## src/rtl/cpu_pkg.sv

```systemverilog
// Shared CPU definitions: IR field positions, opcode values and
// the fetch-sequencer state encoding used by the fetch stage.
package cpu_pkg;

   localparam int IR_W      = 16;
   localparam int OP1_HI    = 15;
   localparam int OP1_LO    = 12;
   localparam int COND_HI   = 11;
   localparam int COND_LO   = 8;
   localparam int OP2_HI    = 7;
   localparam int OP2_LO    = 4;
   localparam int SHAMT_HI  = 3;
   localparam int SHAMT_LO  = 0;
   localparam int IMM8_HI   = 7;
   localparam int IMM8_LO   = 0;

   localparam logic [3:0] OP_RTYPE = 4'h0;
   localparam logic [3:0] OP_ANDI  = 4'h1;
   localparam logic [3:0] OP_ORI   = 4'h2;
   localparam logic [3:0] OP_XORI  = 4'h3;
   localparam logic [3:0] OP_MEM   = 4'h4;
   localparam logic [3:0] OP_ADDI  = 4'h5;
   localparam logic [3:0] OP_SHIFT = 4'h8;
   localparam logic [3:0] OP_SUBI  = 4'h9;
   localparam logic [3:0] OP_CMPI  = 4'hB;
   localparam logic [3:0] OP_BCOND = 4'hC;
   localparam logic [3:0] OP_MOVI  = 4'hD;
   localparam logic [3:0] OP_MULI  = 4'hE;
   localparam logic [3:0] OP_LUI   = 4'hF;

   typedef enum logic [1:0] {
      F_IDLE = 2'd0,
      F_WAIT = 2'd1,
      F_HOLD = 2'd2
   } fetch_state_e;

endpackage

```

## src/rtl/pc_next_logic.sv

```systemverilog
// Next-PC selection: JAL > JMP > BRANCH > sequential > hold.
// Ports: pc/fetch_addr/imm8/jmp_target in, pc_d and link write-enable out.
module pc_next_logic
   import cpu_pkg::*;
#(
   parameter int ADDR_W = 16
) (
   input  logic [ADDR_W-1:0] pc_i,
   input  logic [ADDR_W-1:0] fetch_addr_i,
   input  logic [7:0]        imm8_i,
   input  logic [ADDR_W-1:0] jmp_target_i,
   input  logic              pc_en_i,
   input  logic              jal_en_i,
   input  logic              jmp_en_i,
   input  logic              branch_en_i,
   input  logic              next_instr_i,
   output logic [ADDR_W-1:0] pc_d_o,
   output logic              link_we_o
);

   logic [ADDR_W-1:0] imm_sext;
   logic [ADDR_W-1:0] br_tgt;
   logic [ADDR_W-1:0] seq_pc;

   // Branch offset is relative to the branch instruction's own
   // address, not the already-incremented PC.
   assign imm_sext = {{(ADDR_W-8){imm8_i[7]}}, imm8_i};
   assign br_tgt   = fetch_addr_i + imm_sext;
   assign seq_pc   = pc_i + ADDR_W'(1);

   always_comb begin
      pc_d_o    = pc_i;
      link_we_o = 1'b0;
      if (pc_en_i) begin
         if (jal_en_i) begin
            pc_d_o    = jmp_target_i;
            link_we_o = 1'b1;
         end else if (jmp_en_i) begin
            pc_d_o = jmp_target_i;
         end else if (branch_en_i) begin
            pc_d_o = br_tgt;
         end else if (next_instr_i) begin
            pc_d_o = seq_pc;
         end
      end
   end

endmodule

```

## src/rtl/fetch_pc_unit.sv

```systemverilog
// Fetch stage: owns PC and IR, sequences the multi-cycle memory read,
// decodes IR fields and applies FSM-driven PC redirects.
// Ports: FSM controls in, memory addr/data, IR + fields, pc, link_addr out.
module fetch_pc_unit
   import cpu_pkg::*;
#(
   parameter int              ADDR_W   = 16,
   parameter int              DATA_W   = 16,
   parameter logic [ADDR_W-1:0] RESET_PC = '0,
   parameter int              MEM_LAT  = 2
) (
   input  logic              clk,
   input  logic              reset,
   input  logic              next_instr,
   input  logic              pc_instr,
   input  logic              pc_en,
   input  logic              branch_en,
   input  logic              jmp_en,
   input  logic              jal_en,
   input  logic [ADDR_W-1:0] jmp_target,
   input  logic [ADDR_W-1:0] data_addr,
   input  logic [DATA_W-1:0] mem_rdata,
   output logic [ADDR_W-1:0] mem_addr,
   output logic [15:0]       ir,
   output logic              instr_valid,
   output logic [3:0]        opCode1,
   output logic [3:0]        conditionCode,
   output logic [3:0]        opCode2,
   output logic [3:0]        shiftAmtIn,
   output logic [7:0]        imm8,
   output logic [ADDR_W-1:0] pc,
   output logic [ADDR_W-1:0] link_addr
);

   localparam int CNT_W = 8;
   localparam logic [CNT_W-1:0] CNT_LAST = CNT_W'(MEM_LAT - 1);

   fetch_state_e      state_q;
   logic [CNT_W-1:0]  cnt_q;
   logic [ADDR_W-1:0] fetch_addr_q;
   logic [15:0]       ir_q;
   logic              iv_q;
   logic [ADDR_W-1:0] pc_q;
   logic [ADDR_W-1:0] pc_d;
   logic [ADDR_W-1:0] link_q;
   logic              link_we;

   // Fetch sequencer; IR and the valid pulse are registered here.
   always_ff @(posedge clk or negedge reset) begin
      if (!reset) begin
         state_q      <= F_IDLE;
         cnt_q        <= '0;
         fetch_addr_q <= RESET_PC;
         ir_q         <= 16'h0000;
         iv_q         <= 1'b0;
      end else begin
         iv_q <= 1'b0;
         unique case (state_q)
            F_IDLE: begin
               if (next_instr) begin
                  fetch_addr_q <= pc_q;
                  cnt_q        <= CNT_W'(1);
                  if (MEM_LAT == 1) begin
                     ir_q    <= mem_rdata[15:0];
                     iv_q    <= 1'b1;
                     state_q <= F_HOLD;
                  end else begin
                     state_q <= F_WAIT;
                  end
               end
            end
            F_WAIT: begin
               // Dropping next_instr abandons the read; IR keeps
               // the previous instruction.
               if (!next_instr) begin
                  state_q <= F_IDLE;
               end else if (cnt_q == CNT_LAST) begin
                  ir_q    <= mem_rdata[15:0];
                  iv_q    <= 1'b1;
                  state_q <= F_HOLD;
               end else begin
                  cnt_q <= cnt_q + CNT_W'(1);
               end
            end
            F_HOLD: begin
               if (!next_instr) begin
                  state_q <= F_IDLE;
               end
            end
            default: begin
               state_q <= F_IDLE;
            end
         endcase
      end
   end

   pc_next_logic #(
      .ADDR_W (ADDR_W)
   ) u_pc_next (
      .pc_i         (pc_q),
      .fetch_addr_i (fetch_addr_q),
      .imm8_i       (ir_q[IMM8_HI:IMM8_LO]),
      .jmp_target_i (jmp_target),
      .pc_en_i      (pc_en),
      .jal_en_i     (jal_en),
      .jmp_en_i     (jmp_en),
      .branch_en_i  (branch_en),
      .next_instr_i (next_instr),
      .pc_d_o       (pc_d),
      .link_we_o    (link_we)
   );

   always_ff @(posedge clk or negedge reset) begin
      if (!reset) begin
         pc_q   <= RESET_PC;
         link_q <= '0;
      end else begin
         pc_q <= pc_d;
         if (link_we) begin
            link_q <= pc_q;
         end
      end
   end

   // In-flight fetches keep their captured address even if the PC
   // is redirected underneath them.
   always_comb begin
      mem_addr = data_addr;
      unique case (state_q)
         F_IDLE: begin
            if (next_instr || pc_instr) begin
               mem_addr = pc_q;
            end
         end
         F_WAIT, F_HOLD: begin
            mem_addr = fetch_addr_q;
         end
         default: begin
            mem_addr = data_addr;
         end
      endcase
   end

   assign ir            = ir_q;
   assign instr_valid   = iv_q;
   assign opCode1       = ir_q[OP1_HI:OP1_LO];
   assign conditionCode = ir_q[COND_HI:COND_LO];
   assign opCode2       = ir_q[OP2_HI:OP2_LO];
   assign shiftAmtIn    = ir_q[SHAMT_HI:SHAMT_LO];
   assign imm8          = ir_q[IMM8_HI:IMM8_LO];
   assign pc            = pc_q;
   assign link_addr     = link_q;

endmodule

```

## config.mk

```make
export PLATFORM = sky130hd
export DESIGN_NAME = fetch_pc_unit
export DESIGN_NICKNAME = d
export VERILOG_FILES = /design/src/rtl/cpu_pkg.sv /design/src/rtl/pc_next_logic.sv /design/src/rtl/fetch_pc_unit.sv
export SDC_FILE = /design/constraint.sdc
export NUM_CORES = 1
export LEC_CHECK = 0
export CAP_MARGIN = 5
export CORE_AREA = 2 2 143 75
export DETAILED_ROUTE_END_ITERATION = 12
export DIE_AREA = 0 0 145 77
export PLACE_DENSITY = 0.95
export SLEW_MARGIN = 20
export SYNTH_ARGS = -nofsm -noshare
export SYNTH_HDL_FRONTEND = slang
export SYNTH_HIERARCHICAL = 1
export SYNTH_SLANG_ARGS = --single-unit
```

## constraint.sdc

```tcl
create_clock -name clk -period 4.55 [get_ports clk]
set_input_delay 0.455 -clock clk [delete_from_list [all_inputs] [get_ports clk]]
set_output_delay 0.455 -clock clk [all_outputs]
set_load 0.005 [all_outputs]
```

Yosys cells after proc, flatten, opt, wreduce, memory -nomap -nowiden
Cells that the tools add are included.
- bits in registers: 75
- input bits: 56
- output and inout port bits: 89
- word-level logic and storage cells: 48
- add/sub/neg operators: 3
- equality and inequality tests: 8
- mux-type cells: 20
- reduce and logical (&&, ||, !) cells: 10
- operators with widths (kind ; count):
    $mux W16 ; 5
    $pmux W16 S2 ; 1
    $mux W8 ; 3
    $add A16 B1 Y16 const B ; 1
    $add A16 B16 Y16 ; 1
    $pmux W8 S2 ; 1
    $add A8 B1 Y8 const B ; 1
    $eq A8 B1 Y1 const B ; 1
    $mux W2 ; 4
    $ne A2 B2 Y1 const B ; 4
    $pmux W2 S3 ; 1
    $reduce_and A3 Y1 ; 2
    $mux W1 ; 5
    $reduce_and A2 Y1 ; 2
    $reduce_and A4 Y1 ; 1
    $reduce_bool A4 Y1 ; 1
    $ne A3 B3 Y1 const B ; 1
    $eq A2 B1 Y1 const B ; 1
    $eq A2 B2 Y1 const B ; 1
    $logic_not A2 Y1 ; 1
    $reduce_bool A2 Y1 ; 1
    $reduce_or A2 Y1 ; 1
    $logic_or A1 B1 Y1 ; 1

Longest topological paths before layout
Gate-level depths: netlist (run 1).
- depth in word-level cells: 5
- gate-level depth with buffers: 8
- mapped depth without buffers: 8

Modules after synthesis
The synthesis (run 1) kept the hierarchy.
- by module, submodules not included (module ; times used ; cells an instance ; area an instance (um^2) ; seq. area each (um^2)):
    fetch_pc_unit ; 1 ; 271 ; 3404.5 ; 1876.8
    pc_next_logic ; 1 ; 248 ; 1647.8 ; 0.0

Least setup slack after synthesis (run 1)
OpenSTA, ideal clock, no wires.
- path kind: input -> register
- start: in pc_en
- end: reg link_q[10] (netlist: link_addr[10])
- setup time: 0.125 ns
- data arrival time: 2.164 ns
- required time: 4.425 ns
- path slack: 2.262 ns
- stages: 7
- buffers on the path: 5
- path through: buf_2 > buf_1 > clkbuf_1 > and2_1 > clkbuf_1 > buf_2 > mux2_2
- longest elaborated chain between the ends: 1
- RTL lines (element ; line ; RTL):
    from (decl) ; fetch_pc_unit.sv:16 ; input logic pc_en,
    $mux W1 ; pc_next_logic.sv:34 ; if (pc_en_i) begin
    named net link_we ; fetch_pc_unit.sv:46 ; logic link_we;
    to (signal assigned) ; fetch_pc_unit.sv:120 ; link_q <= pc_q;
    to (decl) ; fetch_pc_unit.sv:45 ; logic [ADDR_W-1:0] link_q;
The timed path passes the listed nets, and every way through them passes these cells.
A chain may end at the register's enable or synchronous reset.

Final worst setup path (run 1)
- start: in next_instr
- end: out mem_addr[0]
- longest elaborated chain between the ends: 3
- RTL lines (element ; line ; RTL):
    from (decl) ; fetch_pc_unit.sv:14 ; input logic next_instr,
    $logic_or A1 B1 Y1 ; fetch_pc_unit.sv:131 ; if (next_instr || pc_instr) begin
    $mux W16 ; fetch_pc_unit.sv:131 ;
    $pmux W16 S2 ; fetch_pc_unit.sv:129 ; unique case (state_q)
    to (decl) ; fetch_pc_unit.sv:23 ; output logic [ADDR_W-1:0] mem_addr,
Every way passes these cells.

==> summary.md, run 1 <==
• die width: 145 microns
• via count of the first global-routing pass: 4,517
• leading cell type by number of instances after synthesis: sky130_fd_sc_hd__dfrtp_1
• Max clock buf depth: 2
• count of antenna-violating nets left after detailed routing: 0
• setup repair after global routing missed its margin: no
• routed wire length: 16.2 mm
• Routed WL per cell: 20.9 microns
• net count after synthesis: 598
• CTS Hold Bufs: 0
• Worst VDD drop: 0.360 mV
• Die Area: 11,200 sq um
• Initial DRT Pass Iterations: 6
• cell area after synthesis: 5050 sq um
• top cells by count, synth: 75 x sky130_fd_sc_hd__dfrtp_1, 54 x sky130_fd_sc_hd__nand2_1, 40 x sky130_fd_sc_hd__mux2_2
• fraction of final layout cells with drive strength greater than 1: 13.4%
• top-area cell type share of the netlist area: 37.1%
• Resized cells post-CTS: 0
• initial core utilization: 50.9%
• count of max-cap constraint violations: 0
• starting DRC count in detailed routing: 505
• Syn Area/Cell: 9.73 sq um
• largest area contributor in the netlist: sky130_fd_sc_hd__dfrtp_1
• FF+latch count, synth: 75
• utilization after layout: 67.9%
• number of enable flip-flop cells after synthesis: 0
• number of H-tree levels: 3
• transition time of the tightest slew-check pin: 1.00 ns
• pre-CTS worst setup slack: 1.35 ns
• maximum net fanout on the critical path: 16
• nature of the critical path endpoint: output pin
• Final Hold Violating Endpoints: 0
• last weighted congestion value of the routability-driven placer: 0.883
• buffers inserted by post-CTS timing repair: 0
• startpoint type of the worst setup path: input pin
• ratio of routed vias to standard cells: 6.07
• Arrival @ worst endpoint: 2.77 ns
• total power per unit cell area: 738 nW/um^2
• hpwl dp: 11.9 mm
• final hold slack: 0.251 ns
• TritonCTS clock tree: done
• Floorplan Core Area: 9920 sq um
• number of nets in the layout: 708
• number of clock sinks: 75
• setup skew after layout: 0.00636 ns
• static leakage: 2.81 nW
• TNS Setup: 0 ns
• Root Buffer Master: sky130_fd_sc_hd__clkbuf_16
• Worst slew margin: 33.0%
• run status: complete, no violations
• endpoints failing setup: 0
• share of the yosys chip area belonging to registers: 37.1%
• total of buffers placed on input and output ports: 144
• Vert. Die Dim: 77 microns
• maximum number of pins on one net before global-route repair: 76
• global-route usage over all layers: 29.6%
• Inserted Clock Buffers: 9
• signed area change from the synthesized netlist to the final layout: 33.4%
• Tcrit/Tclk final: 70.9%
• final critical path time including I/O delays and setup: 3.22 ns
• highest clock frequency the design can meet: 310 MHz
• final critical-path setup slack: 1.33 ns
• required time at the endpoint of the critical path: 4.09 ns
• classification of the worst setup path: input pin to output pin
• number of core rows: 26
• post-route DRC violation count: 0
• commonest register cell after synthesis: sky130_fd_sc_hd__dfrtp_1
• via count of the routed design: 4,696
• Async SR Flop Fraction: 100%
• type of the most critical hold path: input pin to asynchronous set/reset pin
• number of top-level pins: 145
• final-report max-slew violation count: 0
• clock latency on the worst-skew pair: 0.34 ns
• Fillers: 764
• synthesized instance count: 519
• number of antenna violations at the first check in global routing: 0
• number of distinct library cells after synthesis: 64
• GRT Residual Overflow: 0
• clock-pin slew of the registers on the worst-case setup and hold paths: 0.06 ns
• Synthesis Warnings: 6
• count of inserted antenna diode cells: 0
• leading cell types by total area after synthesis: sky130_fd_sc_hd__dfrtp_1 37%, sky130_fd_sc_hd__mux2_2 8.9%, sky130_fd_sc_hd__ha_1 5.4%, sky130_fd_sc_hd__nand2_1 4.0%, sky130_fd_sc_hd__buf_4 3.9%
• global-route wire length before repair: 25.6 mm
## worst paths after layout
kind | end | cells past startpoint | slack, ns | start
min in group clk | link_addr[13]$_DFFE_PN0P_ | 1 | 0.51 | link_addr[13]$_DFFE_PN0P_
worst min-delay path | link_addr[13]$_DFFE_PN0P_ | 1 | 0.25 | reset
worst max register to register | pc[10]$_DFF_PN0_ | 8 | 1.78 | ir[0]$_DFFE_PN0P_
worst min register to register | link_addr[13]$_DFFE_PN0P_ | 1 | 0.51 | link_addr[13]$_DFFE_PN0P_
worst max-delay path | mem_addr[0] | 5 | 1.33 | next_instr
max in group asynchronous | ir[11]$_DFFE_PN0P_ | 1 | 3.61 | reset
## through the flow
stage / power, W / cells / instance area [sq um]
after floorplan: 0.00289 / 519 / 5050
after global placement: 0.00397 / 758 / 6390
after detailed placement: 0.00408 / 758 / 6390
after CTS: 0.00493 / 774 / 6740
after global routing: 0.00526 / 774 / 6740
final: 0.00497 / 774 / 6740
## worst max-delay path, stage by stage
cell and delay, ns:
sky130_fd_sc_hd__clkdlybuf4s50_1 0.69, sky130_fd_sc_hd__o21a_1 0.65, sky130_fd_sc_hd__a22oi_1 0.14, sky130_fd_sc_hd__o21ai_0 0.26, sky130_fd_sc_hd__clkdlybuf4s50_1 0.57
## placed cells by master, fill, tap and decap left out, types with 3 or more instances in the layout
cell                              count
sky130_fd_sc_hd__a21oi_1             21
sky130_fd_sc_hd__a21o_1               8
sky130_fd_sc_hd__o21ai_0             33
sky130_fd_sc_hd__and2_1               4
sky130_fd_sc_hd__nor2_1              28
sky130_fd_sc_hd__nor2b_1              9
sky130_fd_sc_hd__mux2_4              10
sky130_fd_sc_hd__mux2_2              40
sky130_fd_sc_hd__o311ai_0             3
sky130_fd_sc_hd__clkbuf_16            9
sky130_fd_sc_hd__inv_1               13
sky130_fd_sc_hd__o211ai_1             6
sky130_fd_sc_hd__o221ai_1             4
sky130_fd_sc_hd__nand4_1              6
sky130_fd_sc_hd__o21ai_1              5
sky130_fd_sc_hd__nand2_1             54
sky130_fd_sc_hd__and3_1               5
sky130_fd_sc_hd__dfrtp_1             75
sky130_fd_sc_hd__nand3_1              8
sky130_fd_sc_hd__xnor2_1             11
sky130_fd_sc_hd__clkdlybuf4s50_1    143
sky130_fd_sc_hd__a211oi_1             4
sky130_fd_sc_hd__o31ai_1              5
sky130_fd_sc_hd__mux2i_1              7
sky130_fd_sc_hd__and4_1               3
sky130_fd_sc_hd__buf_4                4
sky130_fd_sc_hd__xor2_1               5
sky130_fd_sc_hd__nor3_1               5
sky130_fd_sc_hd__a22oi_1             19
sky130_fd_sc_hd__o21bai_1             4
sky130_fd_sc_hd__bufinv_16            3
sky130_fd_sc_hd__o21a_1               3
sky130_fd_sc_hd__ha_1                22
sky130_fd_sc_hd__or3_1                3
sky130_fd_sc_hd__a31oi_1             13
## report_power, final
part	internal (W)	switching [W]	leakage (nW)	total [W]
registers	0.000927	0.000384	0.910	0.00131
logic	0.00148	0.00135	1.74	0.00284
clock network	0.000551	0.000275	0.163	0.000826
total	0.00296	0.00201	2.81	0.00497
## per-layer routing
layer / track usage [%] / share of wire [%]
met3: 9.58 / 11
met2: 42.7 / 41
met5: 0 / 0
met1: 43.3 / 47
met4: 6.24 / 1.1
## state kept, by name, indices dropped and copies added (netlist names)
register,cells
instr_valid,1
fetch_addr_q,16
ir,16
link_addr,16
pc,16
cnt_q,8
state_q,2
## cell type report
cell class              count  area (sq um)  share of cell area (%)
multi-input cells         383          2830                    42.0
inverters                  13          48.8                   0.724
clock buffers              12           246                    3.66
flip-flops and latches     75          1880                    27.8
well taps                 140           175                    2.60
repair buffers            147          1460                    21.7
clock inverters             4          97.6                    1.45
## cells by family (layout without fill, tap and decap cells)
| logic type | after synthesis | count (layout) | share of synthesized area (%) |
|---|---|---|---|
| AO/OA/AOI/OAI | 144 | 144 | 19.2 |
| XOR/XNOR | 16 | 16 | 2.77 |
| adder cells (fa/ha/maj) | 23 | 23 | 5.84 |
| buffers and inverters | 61 | 176 | 6.79 |
| flip-flops | 75 | 75 | 37.1 |
| multiplexers | 57 | 57 | 13.3 |
| AND/OR/NAND/NOR | 143 | 143 | 15.0 |
(Power assumes the default switching activity.)
==> run 2: changes to the inputs <==
--- a/config.mk
+++ b/config.mk
@@ -6,10 +6,10 @@
 export NUM_CORES = 1
 export LEC_CHECK = 0
 export CAP_MARGIN = 5
-export CORE_AREA = 2 2 143 75
+export CORE_AREA = 2 2 155 81
 export DETAILED_ROUTE_END_ITERATION = 12
-export DIE_AREA = 0 0 145 77
-export PLACE_DENSITY = 0.95
+export DIE_AREA = 0 0 157 83
+export PLACE_DENSITY = 0.87
 export SLEW_MARGIN = 20
 export SYNTH_ARGS = -nofsm -noshare
 export SYNTH_HDL_FRONTEND = slang
==> constraint.sdc (replaced) <==
create_clock -name clk -period 2.8 [get_ports clk]
set_input_delay 0.28 -clock clk [delete_from_list [all_inputs] [get_ports clk]]
set_output_delay 0.28 -clock clk [all_outputs]
set_load 0.005 [all_outputs]
==> run 2 against run 1 <==
Effect of this change: sequential share of layout area decreased by 0.74 points; sequential power grew 57%; register-to-register slack got worse by 1.4 ns; critical path depth rose by 1; worst setup slack got worse by 1.2 ns; flip-flop and latch count unchanged; cell count up 5.0%; largest cell class unchanged.
==> summary.md, run 2 (synthesis results as in run 1) <==
• run status: complete, no violations
• hpwl dp: 12.2 mm
• classification of the worst setup path: flop to output pin
• Inserted Clock Buffers: 9
• maximum number of pins on one net before global-route repair: 76
• number of H-tree levels: 3
• routed wire length: 16.3 mm
• global-route usage over all layers: 25.1%
• worst reg2reg startpoint: ir[6]$_DFFE_PN0P_
• number of clock sinks: 75
• Final Total Pwr: 0.00829 W
• most common cell after layout, fill and taps aside: sky130_fd_sc_hd__clkdlybuf4s50_1
• die width: 157 microns
• startpoint type of the worst setup path: flop
• total of buffers placed on input and output ports: 144
• final critical-path setup slack: 0.135 ns
• post-route DRC violation count: 0
• critical path startpoint: state_q[0]$_DFFE_PN0P_
• fraction of final layout cells with drive strength greater than 1: 15.4%
• transition time of the tightest slew-check pin: 0.764 ns
• pre-CTS worst setup slack: 0.367 ns
• Cell Int Power: 0.00496 W
• final-report max-slew violation count: 0
• Floorplan Core Area: 11,600 sq um
• TritonCTS clock tree: done
• Fillers: 944
• clock latency on the worst-skew pair: 0.34 ns
• number of placed instances with taps included: 795
• total power per unit cell area: 1200 nW/um^2
• Routed WL per cell: 20.0 microns
• number of nets in the layout: 722
• Net Sw Power: 0.00333 W
• setup slack, reg-to-reg: 0.35 ns
• relative contribution of the clock network to total power: 17.3%
• required time at the endpoint of the critical path: 2.52 ns
• ratio of routed vias to standard cells: 5.78
• count of inserted antenna diode cells: 0
• endpoint of the most critical register-to-register path: pc[13]$_DFF_PN0_
• count of max-cap constraint violations: 0
• utilization after layout: 59.7%
• starting DRC count in detailed routing: 616
• Worst VDD drop: 0.538 mV
• highest clock frequency the design can meet: 375 MHz
• global-route wire length before repair: 25.1 mm
• last weighted congestion value of the routability-driven placer: 0.921
• Max clock buf depth: 2
• Die Area: 13,000 sq um
• Arrival @ worst endpoint: 2.38 ns
• maximum net fanout on the critical path: 10
• logic gate share of total power: 57.9%
• Initial DRT Pass Iterations: 5
• number of top-level pins: 145
• Tcrit/Tclk final: 95.2%
• Root Buffer Master: sky130_fd_sc_hd__clkbuf_16
• setup skew after layout: 0.00479 ns
• Worst slew margin: 48.9%
• via count of the first global-routing pass: 4,492
• worst reg2reg path depth: 7
• clock-pin slew of the registers on the worst-case setup and hold paths: 0.06 ns
• Vert. Die Dim: 83 microns
• count of antenna-violating nets left after detailed routing: 0
• Flop pwr share: 24.8%
• switching part of the total power: 40.2%
• static leakage: 2.90 nW
• nature of the critical path endpoint: output pin
• via count of the routed design: 4,696
• TNS Setup: 0 ns
• signed area change from the synthesized netlist to the final layout: 37.0%
• number of core rows: 28
• number of antenna violations at the first check in global routing: 0
• endpoints failing setup: 0
• commonest non-fill, non-tap cells in the layout: 143 x sky130_fd_sc_hd__clkdlybuf4s50_1, 75 x sky130_fd_sc_hd__dfrtp_1, 54 x sky130_fd_sc_hd__nand2_1
• GRT Residual Overflow: 0
• Final Hold Violating Endpoints: 0
• initial core utilization: 43.6%
• final critical path time including I/O delays and setup: 2.66 ns
• type of the most critical hold path: input pin to asynchronous set/reset pin
• post-route insts no fill: 813
• setup repair after global routing missed its margin: no
## run 2: cell types whose count changed in the layout (fill, tap and decap cells not counted)
cell / before / now
sky130_fd_sc_hd__buf_16: 0 / 1
sky130_fd_sc_hd__buf_4: 4 / 16
sky130_fd_sc_hd__bufinv_16: 3 / 4
sky130_fd_sc_hd__clkbuf_1: 2 / 1
sky130_fd_sc_hd__clkbuf_8: 1 / 0
sky130_fd_sc_hd__dlygate4sd3_1: 0 / 1
sky130_fd_sc_hd__ha_1: 22 / 21
sky130_fd_sc_hd__ha_2: 0 / 1
sky130_fd_sc_hd__inv_6: 0 / 1
sky130_fd_sc_hd__o21ai_0: 33 / 32
sky130_fd_sc_hd__o21ai_1: 5 / 6
## run 2: worst max path at each step
stage,end,slack [ns],depth (start not counted)
finish,mem_addr[12],0.14,6
global route,mem_addr[8],0.02,7
CTS,mem_addr[12],0.07,6
detailed placement,cnt_q[3]$_DFFE_PN0P_,0.37,6
global placement,mem_addr[13],0.43,6
floorplan,pc[8]$_DFF_PN0_,0.58,8
## run 2: routing by layer
layer  global-route usage, %  vias to the layer above  wire [microns]
li1                        -                     2138               -
met4                    5.25                        0             206
met3                    9.55                       20            2080
met2                    33.1                      326            6220
met1                    38.2                     2212            7760
met5                       0                        -               0
## run 2: repair_timing
action	in CTS	in global routing
hold buffers	0	1
hold endpoints to repair	0	24
gates resized for setup	0	2
setup endpoints to repair	0	8
setup buffers	0	0
## run 2: power groups by stage
stage	registers (W)	clock network (W)	logic [W]
after floorplan	0.00194	0	0.00275
after global placement	0.00202	0	0.00455
after detailed placement	0.00206	0	0.00464
after CTS	0.00205	0.00146	0.00468
after global routing	0.00213	0.00152	0.00513
final	0.00206	0.00144	0.00480
## run 2: area by class of cell
class	count	area (sq um)	share of cell area (%)
Inverter	13	48.8	0.705
Tap cell	165	206	2.98
Timing Repair Buffer	161	1590	23.0
Sequential cell	75	1880	27.1
Multi-Input combinational cell	383	2840	41.0
Clock inverter	6	136	1.97
Clock buffer	10	229	3.31
## run 2: per-stage QoR
stage	hold slack (ns)	instance area [sq um]
after floorplan	-0.0156	5050
after global routing	0.411	6920
after CTS	0.139	6880
after detailed placement	0.496	6520
final	0.379	6920
after global placement	0.490	6520
## run 2: critical path: stages (launching register included)
cell and delay (ns):
sky130_fd_sc_hd__dfrtp_1 0.43, sky130_fd_sc_hd__inv_1 0.10, sky130_fd_sc_hd__ha_2 0.44, sky130_fd_sc_hd__buf_4 0.22, sky130_fd_sc_hd__a22oi_1 0.09, sky130_fd_sc_hd__o21ai_0 0.23, sky130_fd_sc_hd__clkdlybuf4s50_1 0.55
